## src/rtl/uart_pkg.sv

```systemverilog
// Shared UART definitions: receiver FSM state encoding and the bit positions of the
// status/data word seen by the CPU. The transmitter uses the same package.
package uart_pkg;

  typedef enum logic [1:0] {
    StIdle,
    StStart,
    StData,
    StStop
  } uart_state_e;

  // Status word layout: {valid, overrun, ferr, 5'b0, data[7:0]}
  localparam int unsigned VALID_BIT = 15;
  localparam int unsigned OVR_BIT   = 14;
  localparam int unsigned FERR_BIT  = 13;

endpackage

```

## src/rtl/sync2.sv

```systemverilog
// Two-flop synchronizer for a single asynchronous input.
//   clk_i  : destination clock
//   rst_ni : asynchronous active-low reset; both flops reset to 1 (line idle level)
//   d_i    : asynchronous input
//   q_o    : synchronized output
module sync2 (
  input  logic clk_i,
  input  logic rst_ni,
  input  logic d_i,
  output logic q_o
);

  logic meta_q;
  logic sync_q;

  always_ff @(posedge clk_i or negedge rst_ni) begin
    if (!rst_ni) begin
      meta_q <= 1'b1;
      sync_q <= 1'b1;
    end else begin
      meta_q <= d_i;
      sync_q <= meta_q;
    end
  end

  assign q_o = sync_q;

endmodule

```

## src/rtl/uart_rx_io.sv

```systemverilog
// Memory-mapped UART receiver for the IO3 slot (8N1, LSB first).
//   clk   : system clock
//   reset : asynchronous active-low reset
//   rx    : asynchronous serial line, idles high
//   in    : CPU write data, ignored (a write only acknowledges)
//   load  : CPU write strobe for this slot; clears valid/overrun/ferr
//   out   : {valid, overrun, ferr, 5'b0, data[7:0]}; valid makes the word negative
module uart_rx_io
  import uart_pkg::*;
#(
  parameter int unsigned CLKS_PER_BIT = 217
) (
  input  logic        clk,
  input  logic        reset,
  input  logic        rx,
  input  logic [15:0] in,
  input  logic        load,
  output logic [15:0] out
);

  localparam int unsigned CntW = $clog2(CLKS_PER_BIT);
  localparam logic [CntW-1:0] CntFull = CntW'(CLKS_PER_BIT - 1);
  localparam logic [CntW-1:0] CntHalf = CntW'(CLKS_PER_BIT / 2 - 1);

  logic rx_s;
  logic unused_in;

  uart_state_e     state_q, state_d;
  logic            arm_q, arm_d;
  logic [CntW-1:0] cnt_q, cnt_d;
  logic [2:0]      bit_idx_q, bit_idx_d;
  logic [7:0]      shift_q, shift_d;
  logic            commit_q, commit_d;
  logic            stop_q, stop_d;
  logic [7:0]      data_q, data_d;
  logic            valid_q, valid_d;
  logic            ovr_q, ovr_d;
  logic            ferr_q, ferr_d;

  assign unused_in = ^in;

  sync2 u_sync_rx (
    .clk_i  (clk),
    .rst_ni (reset),
    .d_i    (rx),
    .q_o    (rx_s)
  );

  always_comb begin
    state_d   = state_q;
    // ARM records that the line has been seen idle since the last stop bit.
    arm_d     = arm_q | rx_s;
    cnt_d     = cnt_q;
    bit_idx_d = bit_idx_q;
    shift_d   = shift_q;
    commit_d  = 1'b0;
    stop_d    = stop_q;

    unique case (state_q)
      StIdle: begin
        if (arm_q && !rx_s) begin
          state_d = StStart;
          cnt_d   = CntHalf;
        end
      end
      StStart: begin
        if (cnt_q == '0) begin
          if (rx_s) begin
            state_d = StIdle;  // false start
          end else begin
            state_d   = StData;
            cnt_d     = CntFull;
            bit_idx_d = 3'd0;
          end
        end else begin
          cnt_d = cnt_q - 1'b1;
        end
      end
      StData: begin
        if (cnt_q == '0) begin
          shift_d = {rx_s, shift_q[7:1]};
          cnt_d   = CntFull;
          if (bit_idx_q == 3'd7) begin
            state_d = StStop;  // index saturates at 7
          end else begin
            bit_idx_d = bit_idx_q + 3'd1;
          end
        end else begin
          cnt_d = cnt_q - 1'b1;
        end
      end
      StStop: begin
        if (cnt_q == '0) begin
          commit_d = 1'b1;
          stop_d   = rx_s;
          state_d  = StIdle;
          arm_d    = 1'b0;
        end else begin
          cnt_d = cnt_q - 1'b1;
        end
      end
      default: state_d = StIdle;
    endcase
  end

  // Commit takes priority over an acknowledge in the same cycle.
  always_comb begin
    data_d  = data_q;
    valid_d = valid_q;
    ovr_d   = ovr_q;
    ferr_d  = ferr_q;
    if (commit_q) begin
      data_d  = shift_q;
      valid_d = 1'b1;
      ferr_d  = ~stop_q;
      ovr_d   = valid_q & ~load;
    end else if (load) begin
      valid_d = 1'b0;
      ovr_d   = 1'b0;
      ferr_d  = 1'b0;
    end
  end

  always_ff @(posedge clk or negedge reset) begin
    if (!reset) begin
      state_q   <= StIdle;
      arm_q     <= 1'b0;
      cnt_q     <= '0;
      bit_idx_q <= 3'd0;
      shift_q   <= 8'h00;
      commit_q  <= 1'b0;
      stop_q    <= 1'b0;
      data_q    <= 8'h00;
      valid_q   <= 1'b0;
      ovr_q     <= 1'b0;
      ferr_q    <= 1'b0;
    end else begin
      state_q   <= state_d;
      arm_q     <= arm_d;
      cnt_q     <= cnt_d;
      bit_idx_q <= bit_idx_d;
      shift_q   <= shift_d;
      commit_q  <= commit_d;
      stop_q    <= stop_d;
      data_q    <= data_d;
      valid_q   <= valid_d;
      ovr_q     <= ovr_d;
      ferr_q    <= ferr_d;
    end
  end

  always_comb begin
    out            = 16'h0000;
    out[VALID_BIT] = valid_q;
    out[OVR_BIT]   = ovr_q;
    out[FERR_BIT]  = ferr_q;
    out[7:0]       = data_q;
  end

endmodule
```

## config.mk

```make
export PLATFORM = sky130hd
export DESIGN_NAME = uart_rx_io
export DESIGN_NICKNAME = d
export VERILOG_FILES = /design/src/rtl/uart_pkg.sv /design/src/rtl/sync2.sv /design/src/rtl/uart_rx_io.sv
export SDC_FILE = /design/constraint.sdc
export NUM_CORES = 1
export LEC_CHECK = 0
export ABC_CLOCK_PERIOD_IN_PS = 2450
export BUFFER_PORTS_ARGS = -buffer_cell sky130_fd_sc_hd__buf_2
export CAP_MARGIN = 20
export CORE_ASPECT_RATIO = 2
export CORE_MARGIN = 5
export CORE_UTILIZATION = 30
export DETAILED_ROUTE_END_ITERATION = 16
export PLACE_DENSITY_LB_ADDON = 0.05
export SETUP_SLACK_MARGIN = 0.2
export SLEW_MARGIN = 20
export SYNTH_ARGS = -nofsm -noshare
export SYNTH_HDL_FRONTEND = slang
export SYNTH_SLANG_ARGS = --single-unit
```

## constraint.sdc

```tcl
create_clock -name clk -period 2.45 [get_ports clk]
set_input_delay 0.3675 -clock clk [delete_from_list [all_inputs] [get_ports clk]]
set_output_delay 0.3675 -clock clk [all_outputs]
set_load 0.05 [all_outputs]
```

Word-level counts from Yosys, hierarchy flattened:

Cells that the tools add are included.

* register bits after elaboration: 37
* input bits: 20
* output and inout port bits: 16

* add/sub/neg operators: 2
* eq/ne operators: 13
* mux-type cells: 26
* bitwise logic cells: 4
* reduce and logical (&&, ||, !) cells: 11

Operator list (count)
* 2-to-1 mux 8 bit: 5
* case mux 8 bit (4 select lines): 1
* inequality test 2 bit (second input constant): 8
* 2-to-1 mux 2 bit: 6
* 2-to-1 mux 3 bit: 4
* AND reduction 5 bit: 2
* logical NOT 8 bit: 1
* 2-to-1 mux 1 bit: 8
* case mux 2 bit (4 select lines): 1
* subtractor 8 x 1 -> 8 bit (second input constant): 1
* case mux 3 bit (2 select lines): 1
* equality test 2 bit (second input constant): 2
* AND reduction 2 bit: 2
* nonzero test 2 bit: 2
* adder 3 x 1 -> 3 bit (second input constant): 1
* equality test 3 bit (second input constant): 1
* inequality test 3 bit (second input constant): 1
* AND reduction 3 bit: 1
* equality test 2 x 1 -> 1 bit (second input constant): 1
* logical NOT 2 bit: 1
* NOT 1 bit: 2
* AND 1 bit: 1
* logical AND 1 bit: 1
* logical NOT 1 bit: 1
* bitwise OR 1 bit: 1

Depth between registers and ports, before layout:

Gate-level depths: netlist of run 1.

* word-level depth: 4
* gate-level depth with buffers: 7
* mapped depth without buffers: 6

Modules after synthesis:

A second synthesis of run 1 with hierarchy kept.

* cells, all modules: 165
* area, all modules: 1854.3 um^2

By module, submodules not included
* uart_rx_io: instances 1, cells each 163, area each 1801.7 um^2
* sync2: instances 1, cells each 2, area each 52.6 um^2

Worst setup path before layout of run 1:

OpenSTA, ideal clock, no wires.

* path kind: register -> register
* start point: register cnt_q[0]
* end point: register stop_q
* setup time: 0.125 ns
* data arrival time: 1.586 ns
* slack: 0.739 ns
* cell stages (with the launch flop): 7
* buffers on the path: 0
* clock period less this slack: 1.711 ns
* cells stage by stage: dfrtp_1 -> inv_1 -> ha_1 -> nor3b_2 -> and2_4 -> nand2_1 -> mux2_2

* word-level cells in the longest chain between the ends: 2

RTL lines
* from (decl): RTL line uart_rx_io.sv:30 `logic [CntW-1:0] cnt_q, cnt_d;`
* from (signal assigned): RTL line uart_rx_io.sv:140 `cnt_q <= cnt_d;`
* logical NOT 8 bit: RTL line uart_rx_io.sv:93 `if (cnt_q == '0) begin`
* AND reduction 2 bit (no source line)
* to (signal assigned): RTL line uart_rx_io.sv:144 `stop_q <= stop_d;`
* to (decl): RTL line uart_rx_io.sv:34 `logic stop_q, stop_d;`

No other way between the ends.
A chain may end at the register's enable or synchronous reset.

Worst setup path in the final report of run 1:

* start point: register state_q[0]
* end point: register cnt_q[1]

* word-level cells in the longest chain between the ends: 3

RTL lines
* from (decl): RTL line uart_rx_io.sv:28 `uart_state_e state_q, state_d;`
* from (signal assigned): RTL line uart_rx_io.sv:126 `state_q <= StIdle;`
* from (signal assigned): RTL line uart_rx_io.sv:138 `state_q <= state_d;`
* equality test 2 x 1 -> 1 bit, or another cell as far along: RTL line uart_rx_io.sv:59 `unique case (state_q)`
* inequality test 3 bit (no source line) or inequality test 2 bit (tied branches)
* AND reduction 3 bit (no source line)

Parallel ways exist; a longest one is shown, timed or not.

==> results of run 1 <==
## synthesized netlist by cell type (2+ instances only)
cell type	count	area (sq um)
dfrtp_1	35	876
mux2_2	17	191
inv_1	12	45.0
buf_4	8	60.1
ha_1	8	100
o21ai_0	8	40.0
nor2_1	7	26.3
nand2_1	6	22.5
a21oi_1	5	25.0
nand2b_1	5	31.3
nor3_1	4	20.0
a211oi_1	3	22.5
a22o_1	3	26.3
mux2i_1	3	30.0
a21o_1	2	15.0
buf_6	2	22.5
clkbuf_1	2	7.51
dfstp_2	2	52.6
nand3_1	2	10.0
nor4_1	2	12.5
## logic make-up (layout without fill, tap and decap cells)
logic type,Yosys count,count (layout),synth area share
fa+ha+maj,8,8,0.0534
mux,20,20,0.118
other cells,1,5,0.00200
simple gates,38,38,0.122
flops,37,37,0.496
compound gates,35,35,0.134
buf+inv,25,35,0.0748
## worst max-delay path, stage by stage (launching register included)
cell,delay (ns)
dfrtp_1,0.39
inv_1,0.11
ha_1,0.35
nor2_1,0.40
a41oi_1,0.21
a211oi_1,0.34
a21oi_1,0.07
## cell usage in the layout (no fill, tap or decap), types with 2 or more instances in the layout
master | netlist | layout
mux2_2 | 17 | 17
conb_1 | 1 | 5
nand3_1 | 2 | 2
nor3_1 | 4 | 4
dfstp_2 | 2 | 2
a21o_1 | 2 | 2
a21oi_1 | 5 | 5
nor4_1 | 2 | 2
ha_1 | 8 | 8
buf_2 | 1 | 14
nor2_1 | 7 | 7
dfrtp_1 | 35 | 35
o21ai_0 | 8 | 8
a211oi_1 | 3 | 3
inv_1 | 12 | 12
mux2i_1 | 3 | 3
nand2_1 | 6 | 6
clkinv_2 | 0 | 2
clkbuf_16 | 0 | 5
a22o_1 | 3 | 3
nand2b_1 | 5 | 5
## sequential cells by signal, indices dropped and copies added (netlist names), named ones only
name	flops
commit_q	1
u_sync_rx.meta_q	1
arm_q	1
data_q	8
bit_idx_q	3
state_q	1
shift_q	8
u_sync_rx.q_o	1
ovr_q	1
cnt_q	8
ferr_q	1
stop_q	1
valid_q	1
## area by class of cell
type | count | share of cell area
Timing Repair Buffer | 15 | 0.0367
Tap cell | 84 | 0.0497
Clock inverter | 2 | 0.00473
Clock buffer | 6 | 0.0609
Multi-Input combinational cell | 106 | 0.388
Inverter | 12 | 0.0213
Sequential cell | 37 | 0.439
## how the worst min path moves through the flow
stage | startpoint | cells after the start | endpoint | slack (ns)
finish | rx | 1 | u_sync_rx.meta_q | 0.19
detailed placement | u_sync_rx.meta_q | 0 | u_sync_rx.q_o | 0.35
CTS | rx | 1 | u_sync_rx.meta_q | 0.18
global placement | u_sync_rx.meta_q | 0 | u_sync_rx.q_o | 0.35
floorplan | reset | 0 | async pin | 0.07
global route | rx | 1 | u_sync_rx.meta_q | 0.18
## power groups by stage
stage	combinational [mW]	clock (mW)	sequential (mW)
after global placement	0.666	0	0.814
after global routing	0.775	0.660	0.826
final	0.686	0.601	0.808
after floorplan	0.581	0	0.778
after CTS	0.696	0.629	0.808
after detailed placement	0.692	0	0.818
## stage by stage
step	hold WS (ns)	cells	power, mW	cell area, sq um
floorplan	0.0719	168	1.36	1890
global placement	0.346	254	1.48	1980
detailed placement	0.353	254	1.51	1980
CTS	0.184	262	2.13	2110
global route	0.182	262	2.26	2110
finish	0.190	262	2.10	2110
## layer usage
metal | vias up | wire length [um] | GRT usage
met5 | - | 0 | 0
met4 | 0 | 112 | 0.0649
met3 | 7 | 73 | 0.0221
met2 | 13 | 2160 | 0.194
met1 | 601 | 1280 | 0.0974
li1 | 600 | - | -
==> run summary, run 1 <==
share of post-route cells with drive strength above 1 -> 0.281
Internal Power -> 1.34 mW
drc violations -> 0
clock share of power -> 0.287
nets -> 205
vias in the first global route -> 1287
diodes inserted -> 0
Final Setup Violations -> 0
worst rel slew slack -> 0.436
initial antenna violation count -> 0
Reg2Reg Depth -> 6
most used flip-flop cell after synthesis -> dfrtp_1
worst slack, placed -> 0.474 ns
post-detail-place hpwl -> 2.72 mm
worst r2r src -> state_q[0]
VDD IR max -> 0.501 mV
Synth cell types -> 48
largest net degree at the start of global routing -> 38
CP endpoint -> cnt_q[1]
Core ar. -> 6060 sq um
Die Y -> 122 um
status -> complete, no violations
cell area power density -> 991 nW/um^2
worst path required time -> 2.60 ns
number of vias per cell -> 4.66
CP Launch Type -> flop
worst clock skew -> 0.00214 ns
clock tree buffer depth -> 2
P_sw -> 0.755 mW
area growth from synthesis to layout -> 12.9%
total CTS buffers -> 5
port bufs -> 14
clock latency on the worst-skew pair -> 0.27 ns
Crit Path Class -> reg2reg
cell area after synthesis -> 1870 sq um
Fill cells -> 625
die extent in x -> 65.9 um
Reg clk slew, reported paths -> 0.05 ns
fmax -> 500 MHz
H-tree depth -> 2
initial DRC count -> 42
Reg area -> 928 sq um
# resized after CTS -> 0
drt total wl -> 3.63 mm
Pins Over Slew Limit -> 0
# rows -> 40
RSZ-0062 raised after global routing -> false
hold buffers post-CTS -> 0
Max Cap Viol -> 0
CTS tree -> built
Critical Path Sink Type -> flop
gr ovfl total -> 0
Logic pwr share -> 0.328
I/O Pins -> 36
Antenna Nets Post-Route -> 0
CTS sink cnt -> 37
YS warnings -> 0
CTS root buffer -> clkbuf_16
Mean Syn Cell Area -> 11.4 sq um
fin util -> 0.349
Initial Utilization -> 0.309
Critical Path Fanout Max -> 7
Total GRT Usage -> 0.104
final hold violations -> 0
Mapped Cells -> 164
RePlAce Congestion -> 0.814
static leakage -> 1.06 nW
Post-synth ARST share -> 1.00
capturing point of the worst reg2reg path -> cnt_q[1]
Post-synth EDFFs -> 0
Sw Ratio -> 0.360
Period minus WS final -> 2.00 ns
Reg power frac -> 0.385
Multi-input gate area -> 820 sq um
Critical Path AT -> 2.15 ns
worst setup margin -> 0.449 ns
Die Area -> 8020 sq um
Seq/Total Area, Yosys -> 0.496
WL/cell -> 13.8 um
Final TNS setup -> 0 ns
post-CTS setup buffer count -> 0
DRT Pass-1 Iters -> 4
Worst Tran Pin Value -> 0.846 ns
#FFs+latches synth -> 37
global-route wire length before repair -> 6.23 mm
R2R Setup Slk -> 0.45 ns
final period utilization -> 0.817
worst min-delay path category -> in2reg
Critical Path Source -> state_q[0]
routed via count -> 1221
Power figures use the tool's default switching activity.
==> run 2: changes to the inputs <==
- ABC_AREA: not set -> 1
- ABC_CLOCK_PERIOD_IN_PS: 2450 -> 1950
- clock period: 2.45 -> 1.95 ns (I/O delays scaled with it)
==> run 2 against run 1 <==
Clock skew increased by 0.0013 ns. Final cell count increased by 28%. Die area rose by 2.4%. Sequential share of layout area fell by 2.9 points. Critical path depth grew 1. Synthesized cell count up 40%. Register-to-register slack worse by 0.099 ns. Clock-buffer cell count decreased by 1. Synthesized area is 2.7% higher. Critical endpoint is now cnt_q[5]. Highest routed layer unchanged.
==> run summary, run 2 <==
area share of the largest cell type after synthesis -> 0.455 (was 0.468)
static leakage -> 1.27 nW (was 1.06 nW)
CP Launch Type -> flop (unchanged)
fmax -> 625 MHz (was 500 MHz)
most frequent cells in the layout -> 66 x nand2_1, 34 x dfrtp_1, 27 x inv_1 (was 35 x dfrtp_1, 17 x mux2_2, 14 x buf_2)
Total GRT Usage -> 0.116 (was 0.104)
RePlAce Congestion -> 0.776 (was 0.814)
number of vias per cell -> 4.29 (was 4.66)
cell family with most CP delay -> simple AND/OR/NAND/NOR gates (was compound AO/OA/AOI/OAI gates)
final hold violations -> 0 (unchanged)
I/O Pins -> 36 (unchanged)
total power -> 2.87 mW (was 2.10 mW)
final instance area -> 2270 sq um (was 2110 sq um)
post-detail-place hpwl -> 3.09 mm (was 2.72 mm)
#FFs+latches synth -> 37 (unchanged)
cell with the most instances after synthesis -> nand2_1 (was dfrtp_1)
gr ovfl total -> 0 (unchanged)
CP most frequent cell -> nor2_1
cell area power density -> 1270 nW/um^2 (was 991 nW/um^2)
Max stage delay on crit path -> 0.44 ns (was 0.40 ns)
Antenna Nets Post-Route -> 0 (unchanged)
CTS sink cnt -> 37 (unchanged)
CTS root buffer -> clkbuf_16 (unchanged)
Reg clk slew, reported paths -> 0.06 ns (was 0.05 ns)
die extent in x -> 66.6 um (was 65.9 um)
clock latency on the worst-skew pair -> 0.28 ns (was 0.27 ns)
VDD IR max -> 0.522 mV (was 0.501 mV)
WL/cell -> 12.2 um (was 13.8 um)
# rows -> 41 (was 40)
CTS tree -> built (unchanged)
Reg2Reg Depth -> 7 (was 6)
worst min-delay path category -> in2async (was in2reg)
Core ar. -> 6260 sq um (was 6060 sq um)
Max Cap Viol -> 0 (unchanged)
RSZ-0062 raised after global routing -> false (unchanged)
top cells by area, synth -> dfrtp_1 46%, nand2_1 13%, inv_1 5.5% (was dfrtp_1 47%, mux2_2 10%, ha_1 5.3%)
Yosys top cell by area -> dfrtp_1 (unchanged)
Final Setup Violations -> 0 (unchanged)
vias in the first global route -> 1486 (was 1287)
Synth cell types -> 27 (was 48)
Die Y -> 123 um (was 122 um)
DRT Pass-1 Iters -> 4 (unchanged)
initial DRC count -> 57 (was 42)
top post-synthesis cells by count -> 66 x nand2_1, 35 x dfrtp_1, 28 x inv_1 (was 35 x dfrtp_1, 17 x mux2_2, 12 x inv_1)
final period utilization -> 0.820 (was 0.817)
cell area after synthesis -> 1920 sq um (was 1870 sq um)
worst clock skew -> 0.00340 ns (was 0.00214 ns)
drt total wl -> 4.09 mm (was 3.63 mm)
Placement Cell Area -> 2070 sq um (was 1980 sq um)
worst path required time -> 2.12 ns (was 2.60 ns)
total CTS buffers -> 5 (unchanged)
Top Registers -> cnt_q (8), data_q (8), shift_q (8) (unchanged)
CP Cell Sequence -> inv_1 > ha_1 > or2_2 > nand2_1 > nor2_1 > nor2_1 > nor2_1 (was inv_1 > ha_1 > nor2_1 > a41oi_1 > a211oi_1 > a21oi_1)
Final TNS setup -> 0 ns (unchanged)
share of post-route cells with drive strength above 1 -> 0.197 (was 0.281)
Mapped Cells -> 229 (was 164)
Period minus WS final -> 1.60 ns (was 2.00 ns)
global-route wire length before repair -> 7.00 mm (was 6.23 mm)
Post-synth ARST share -> 1.00 (unchanged)
fin util -> 0.362 (was 0.349)
area growth from synthesis to layout -> 17.8% (was 12.9%)
initial antenna violation count -> 0 (unchanged)
port bufs -> 14 (unchanged)
clock tree buffer depth -> 2 (unchanged)
commonest non-fill, non-tap cell in the layout -> nand2_1 (was dfrtp_1)
Post-synth EDFFs -> 0 (unchanged)
Critical Path Sink Type -> flop (unchanged)
worst r2r src -> state_q[0] (unchanged)
Fill cells -> 682 (was 625)
Buf/Inv on CP -> 1 (unchanged)
diodes inserted -> 0 (unchanged)
YS warnings -> 0 (unchanged)
Crit Path Class -> reg2reg (unchanged)
status -> complete, no violations (unchanged)
Slowest cell on crit path -> dfrtp_2 (was nor2_1)
R2R Setup Slk -> 0.35 ns (was 0.45 ns)
capturing point of the worst reg2reg path -> cnt_q[5] (was cnt_q[1])
Initial Utilization -> 0.307 (was 0.309)
Pins Over Slew Limit -> 0 (unchanged)
H-tree depth -> 2 (unchanged)
Critical Path Fanout Max -> 5 (was 7)
WHS -> 0.0608 ns (was 0.190 ns)
most used flip-flop cell after synthesis -> dfrtp_1 (unchanged)
Seq/Total Area, Yosys -> 0.482 (was 0.496)
routed via count -> 1438 (was 1221)
largest net degree at the start of global routing -> 38 (unchanged)
Critical Path AT -> 1.77 ns (was 2.15 ns)
Die Area -> 8210 sq um (was 8020 sq um)
nets -> 276 (was 205)
Mean Syn Cell Area -> 8.40 sq um (was 11.4 sq um)
drc violations -> 0 (unchanged)
-- run 2: metal layers --
metal  global-route usage  part of all wire
met5                    0                 0
met4               0.0865             0.062
met3               0.0273             0.024
met2                0.209              0.56
met1                0.109              0.35
-- run 2: metrics by stage --
| step | cells | setup WS (ns) |
|---|---|---|
| after floorplan | 233 | 0.412 |
| after global placement | 327 | 0.270 |
| after detailed placement | 327 | 0.257 |
| after CTS | 335 | 0.254 |
| after global routing | 335 | 0.229 |
| final | 335 | 0.350 |
-- run 2: how the worst max path moves through the flow --
stage / startpoint / to / slack, ns / cells past startpoint
5_1_grt: state_q[0] / cnt_q[5] / 0.23 / 7
3_3_place_gp: cnt_q[0] / cnt_q[1] / 0.27 / 9
2_1_floorplan: cnt_q[0] / shift_q[3] / 0.41 / 8
4_1_cts: cnt_q[0] / cnt_q[0] / 0.25 / 9
3_5_place_dp: cnt_q[0] / cnt_q[0] / 0.26 / 9
6_report: state_q[0] / cnt_q[5] / 0.35 / 7
-- run 2: power by group --
group	leakage [nW]	internal [mW]	switching, mW
combinational	0.687	0.295	0.575
sequential	0.485	0.869	0.0953
clock	0.0938	0.730	0.308
total	1.27	1.89	0.979
-- run 2: worst register-to-register path, stage by stage, from the launching register on --
cell     delay [ns]
dfrtp_2        0.44
inv_1          0.14
ha_1           0.26
or2_2          0.33
nand2_1        0.14
nor2_1         0.05
nor2_1         0.09
nor2_1         0.04
-- run 2: kinds of logic after synthesis --
kind of cell	count (synthesis)	share of synthesized area
AND/OR/NAND/NOR	119	0.282
buffers and inverters	39	0.0956
flip-flops	37	0.482
AO/OA/AOI/OAI	24	0.0813
adder cells (fa/ha/maj)	8	0.0520
XOR/XNOR	1	0.00455
other	1	0.00195
-- run 2: layout make-up --
type	count	area (sq um)	share of cell area
multi-input combinational	157	830	0.366
tap	86	108	0.0475
inverter	29	109	0.0480
clock inverter	3	65.1	0.0287
clock buffer	5	125	0.0552
sequential	37	930	0.410
timing repair buffer	18	100	0.0442
-- run 2: timing repair --
item / in CTS / in global routing
setup buffers: 0 / 0
gates resized for setup: 0 / 4
hold buffers: 0 / 0
setup endpoints to repair: 0 / 16
==> run 3: changes to the inputs <==
- ABC_AREA: 1 -> 0
- ABC_CLOCK_PERIOD_IN_PS: 1950 -> 1500
- clock period: 1.95 -> 1.5 ns (I/O delays scaled with it)
==> run 3 against run 2 <==
Combinational power grew to 2.6 times the previous value. Final cell count shrank 7.8%. Critical path depth is the same. Clock power is essentially flat. First-iteration DRC count shrank 5.3%. Largest power group is now combinational cells. The run now ends with negative setup slack left. Clock skew is essentially flat. Flip-flop and latch count is the same.
==> run summary, run 3 (synthesized netlist as in run 1, its figures left out) <==
status -> finished with violations (was complete, no violations)
failing checks -> negative setup slack
Critical Path AT -> 1.90 ns (was 1.77 ns)
R2R Setup Slk -> -0.24 ns (was 0.35 ns)
largest net degree at the start of global routing -> 22 (was 38)
Die Area -> 8020 sq um (was 8210 sq um)
commonest non-fill, non-tap cell in the layout -> buf_4 (was nand2_1)
share of post-route cells with drive strength above 1 -> 0.542 (was 0.197)
fin util -> 0.440 (was 0.362)
WL/cell -> 14.6 um (was 12.2 um)
WHS -> 0.0430 ns (was 0.0608 ns)
min-delay src -> rx
Antenna Nets Post-Route -> 0 (unchanged)
final hold violations -> 0 (unchanged)
worst r2r src -> cnt_q[1] (was state_q[0])
Initial Utilization -> 0.309 (was 0.307)
CTS tree -> built (unchanged)
worst clock skew -> 0.00379 ns (was 0.00340 ns)
Crit Path Class -> reg2reg (unchanged)
VDD IR max -> 0.823 mV (was 0.522 mV)
I/O Pins -> 36 (unchanged)
total CTS buffers -> 5 (unchanged)
Reg2Reg Depth -> 7 (unchanged)
Core ar. -> 6060 sq um (was 6260 sq um)
worst path required time -> 1.67 ns (was 2.12 ns)
Critical Path Sink Type -> flop (unchanged)
initial DRC count -> 54 (was 57)
worst slack, placed -> -0.243 ns (was 0.257 ns)
H-tree depth -> 2 (unchanged)
routed via count -> 1437 (was 1438)
port bufs -> 14 (unchanged)
die extent in x -> 65.9 um (was 66.6 um)
capturing point of the worst reg2reg path -> cnt_q[3] (was cnt_q[5])
Total GRT Usage -> 0.126 (was 0.116)
most frequent cells in the layout -> 37 x buf_4, 35 x dfrtp_1, 17 x mux2_2 (was 66 x nand2_1, 34 x dfrtp_1, 27 x inv_1)
Final Setup Violations -> 23 (was 0)
Top Registers -> cnt_q (8), data_q (8), shift_q (8) (unchanged)
clock latency on the worst-skew pair -> 0.28 ns (about the same)
area growth from synthesis to layout -> 42.3% (was 17.8%)
CTS sink cnt -> 37 (unchanged)
global-route wire length before repair -> 7.53 mm (was 7.00 mm)
worst hold endpoint -> u_sync_rx.meta_q
worst setup margin -> -0.235 ns (was 0.350 ns)
drc violations -> 0 (unchanged)
# rows -> 40 (was 41)
Period minus WS final -> 1.74 ns (was 1.60 ns)
static leakage -> 1.32 nW (was 1.27 nW)
Pins Over Slew Limit -> 0 (unchanged)
initial antenna violation count -> 0 (unchanged)
worst min-delay path category -> in2reg (was in2async)
Reg clk slew, reported paths -> 0.06 ns (about the same)
fmax -> 576 MHz (was 625 MHz)
Reg area -> 928 sq um (was 930 sq um)
final period utilization -> 1.16 (was 0.820)
post-detail-place hpwl -> 3.30 mm (was 3.09 mm)
Min-Delay Path Depth -> 1
number of vias per cell -> 4.65 (was 4.29)
gr ovfl total -> 0 (unchanged)
RePlAce Congestion -> 0.800 (was 0.776)
clock tree buffer depth -> 2 (unchanged)
Critical Path Fanout Max -> 7 (was 5)
vias in the first global route -> 1568 (was 1486)
CP Launch Type -> flop (unchanged)
nets -> 252 (was 276)
CTS root buffer -> clkbuf_16 (unchanged)
DRT Pass-1 Iters -> 4 (unchanged)
Die Y -> 122 um (was 123 um)
RSZ-0062 raised after global routing -> true (was false)
cell area power density -> 1730 nW/um^2 (was 1270 nW/um^2)
drt total wl -> 4.50 mm (was 4.09 mm)
Max Cap Viol -> 0 (unchanged)
Fill cells -> 587 (was 682)
Multi-input gate area -> 966 sq um (was 830 sq um)
diodes inserted -> 0 (unchanged)
## run 3: cell count changes in the layout (fill, tap and decap cells not counted), sizes merged, moves of 4 or more
cell / previous run / this run
a211oi: 0 / 4
buf: 18 / 60
inv: 29 / 12
mux2: 0 / 17
nand2: 70 / 7
nand2b: 0 / 5
nand3: 16 / 2
nand4: 5 / 0
nor2: 27 / 7
nor3: 0 / 4
o21ai: 15 / 8
## run 3: worst max-delay path: stages (launching register included)
cell,delay (ns)
dfrtp_1,0.38
inv_2,0.06
ha_4,0.15
nor3b_4,0.14
buf_6,0.13
a32o_2,0.34
buf_6,0.14
o32a_1,0.27
## run 3: worst max path at each step
stage               startpoint  endpoint  slack, ns  cells after the start
floorplan             cnt_q[2]  cnt_q[7]      -0.08                      4
global placement      cnt_q[1]  cnt_q[4]      -0.24                      6
detailed placement    cnt_q[1]  cnt_q[4]      -0.24                      6
CTS                   cnt_q[1]  cnt_q[7]      -0.20                      4
global route          cnt_q[0]  cnt_q[7]      -0.31                      8
finish                cnt_q[1]  cnt_q[3]      -0.24                      7
## run 3: final cells by class
type,instances,share of cell area
Inverter,12,0.0169
Clock inverter,2,0.00516
Tap cell,84,0.0394
Timing Repair Buffer,61,0.176
Sequential cell,37,0.348
Multi-Input combinational cell,107,0.362
Clock buffer,6,0.0521
## run 3: stage by stage
| stage | TNS [ns] | power [mW] | std cells | area, sq um |
|---|---|---|---|---|
| 2_1_floorplan | -1.10 | 2.36 | 168 | 1940 |
| 3_3_place_gp | -3.67 | 3.14 | 289 | 2300 |
| 3_5_place_dp | -4.02 | 3.20 | 289 | 2300 |
| 4_1_cts | -2.47 | 4.63 | 306 | 2640 |
| 5_1_grt | -4.59 | 4.93 | 309 | 2670 |
| 6_report | -2.67 | 4.62 | 309 | 2670 |
## run 3: report_power, final
| group | internal, mW | switching, mW | total (mW) |
|---|---|---|---|
| sequential | 1.14 | 0.127 | 1.27 |
| combinational | 1.19 | 1.10 | 2.29 |
| clock | 0.660 | 0.400 | 1.06 |
| total | 2.99 | 1.63 | 4.62 |
## run 3: per-layer routing
| metal | share of wire | wire, um | vias to the layer above | global-route usage |
|---|---|---|---|---|
| met5 | 0 | 0 | - | 0 |
| met4 | 0.027 | 120 | 0 | 0.0675 |
| met3 | 0.028 | 127 | 9 | 0.0314 |
| met2 | 0.61 | 2730 | 18 | 0.246 |
| met1 | 0.34 | 1520 | 711 | 0.111 |
| li1 | - | - | 699 | - |
## run 3: repair_timing
item	CTS	global route
endpoints found under the hold margin	14	0
setup buffers	7	3
hold buffers	1	0
cloned	1	0
endpoints found under the setup margin	24	24
gates resized for setup	27	1
pin swaps	14	4
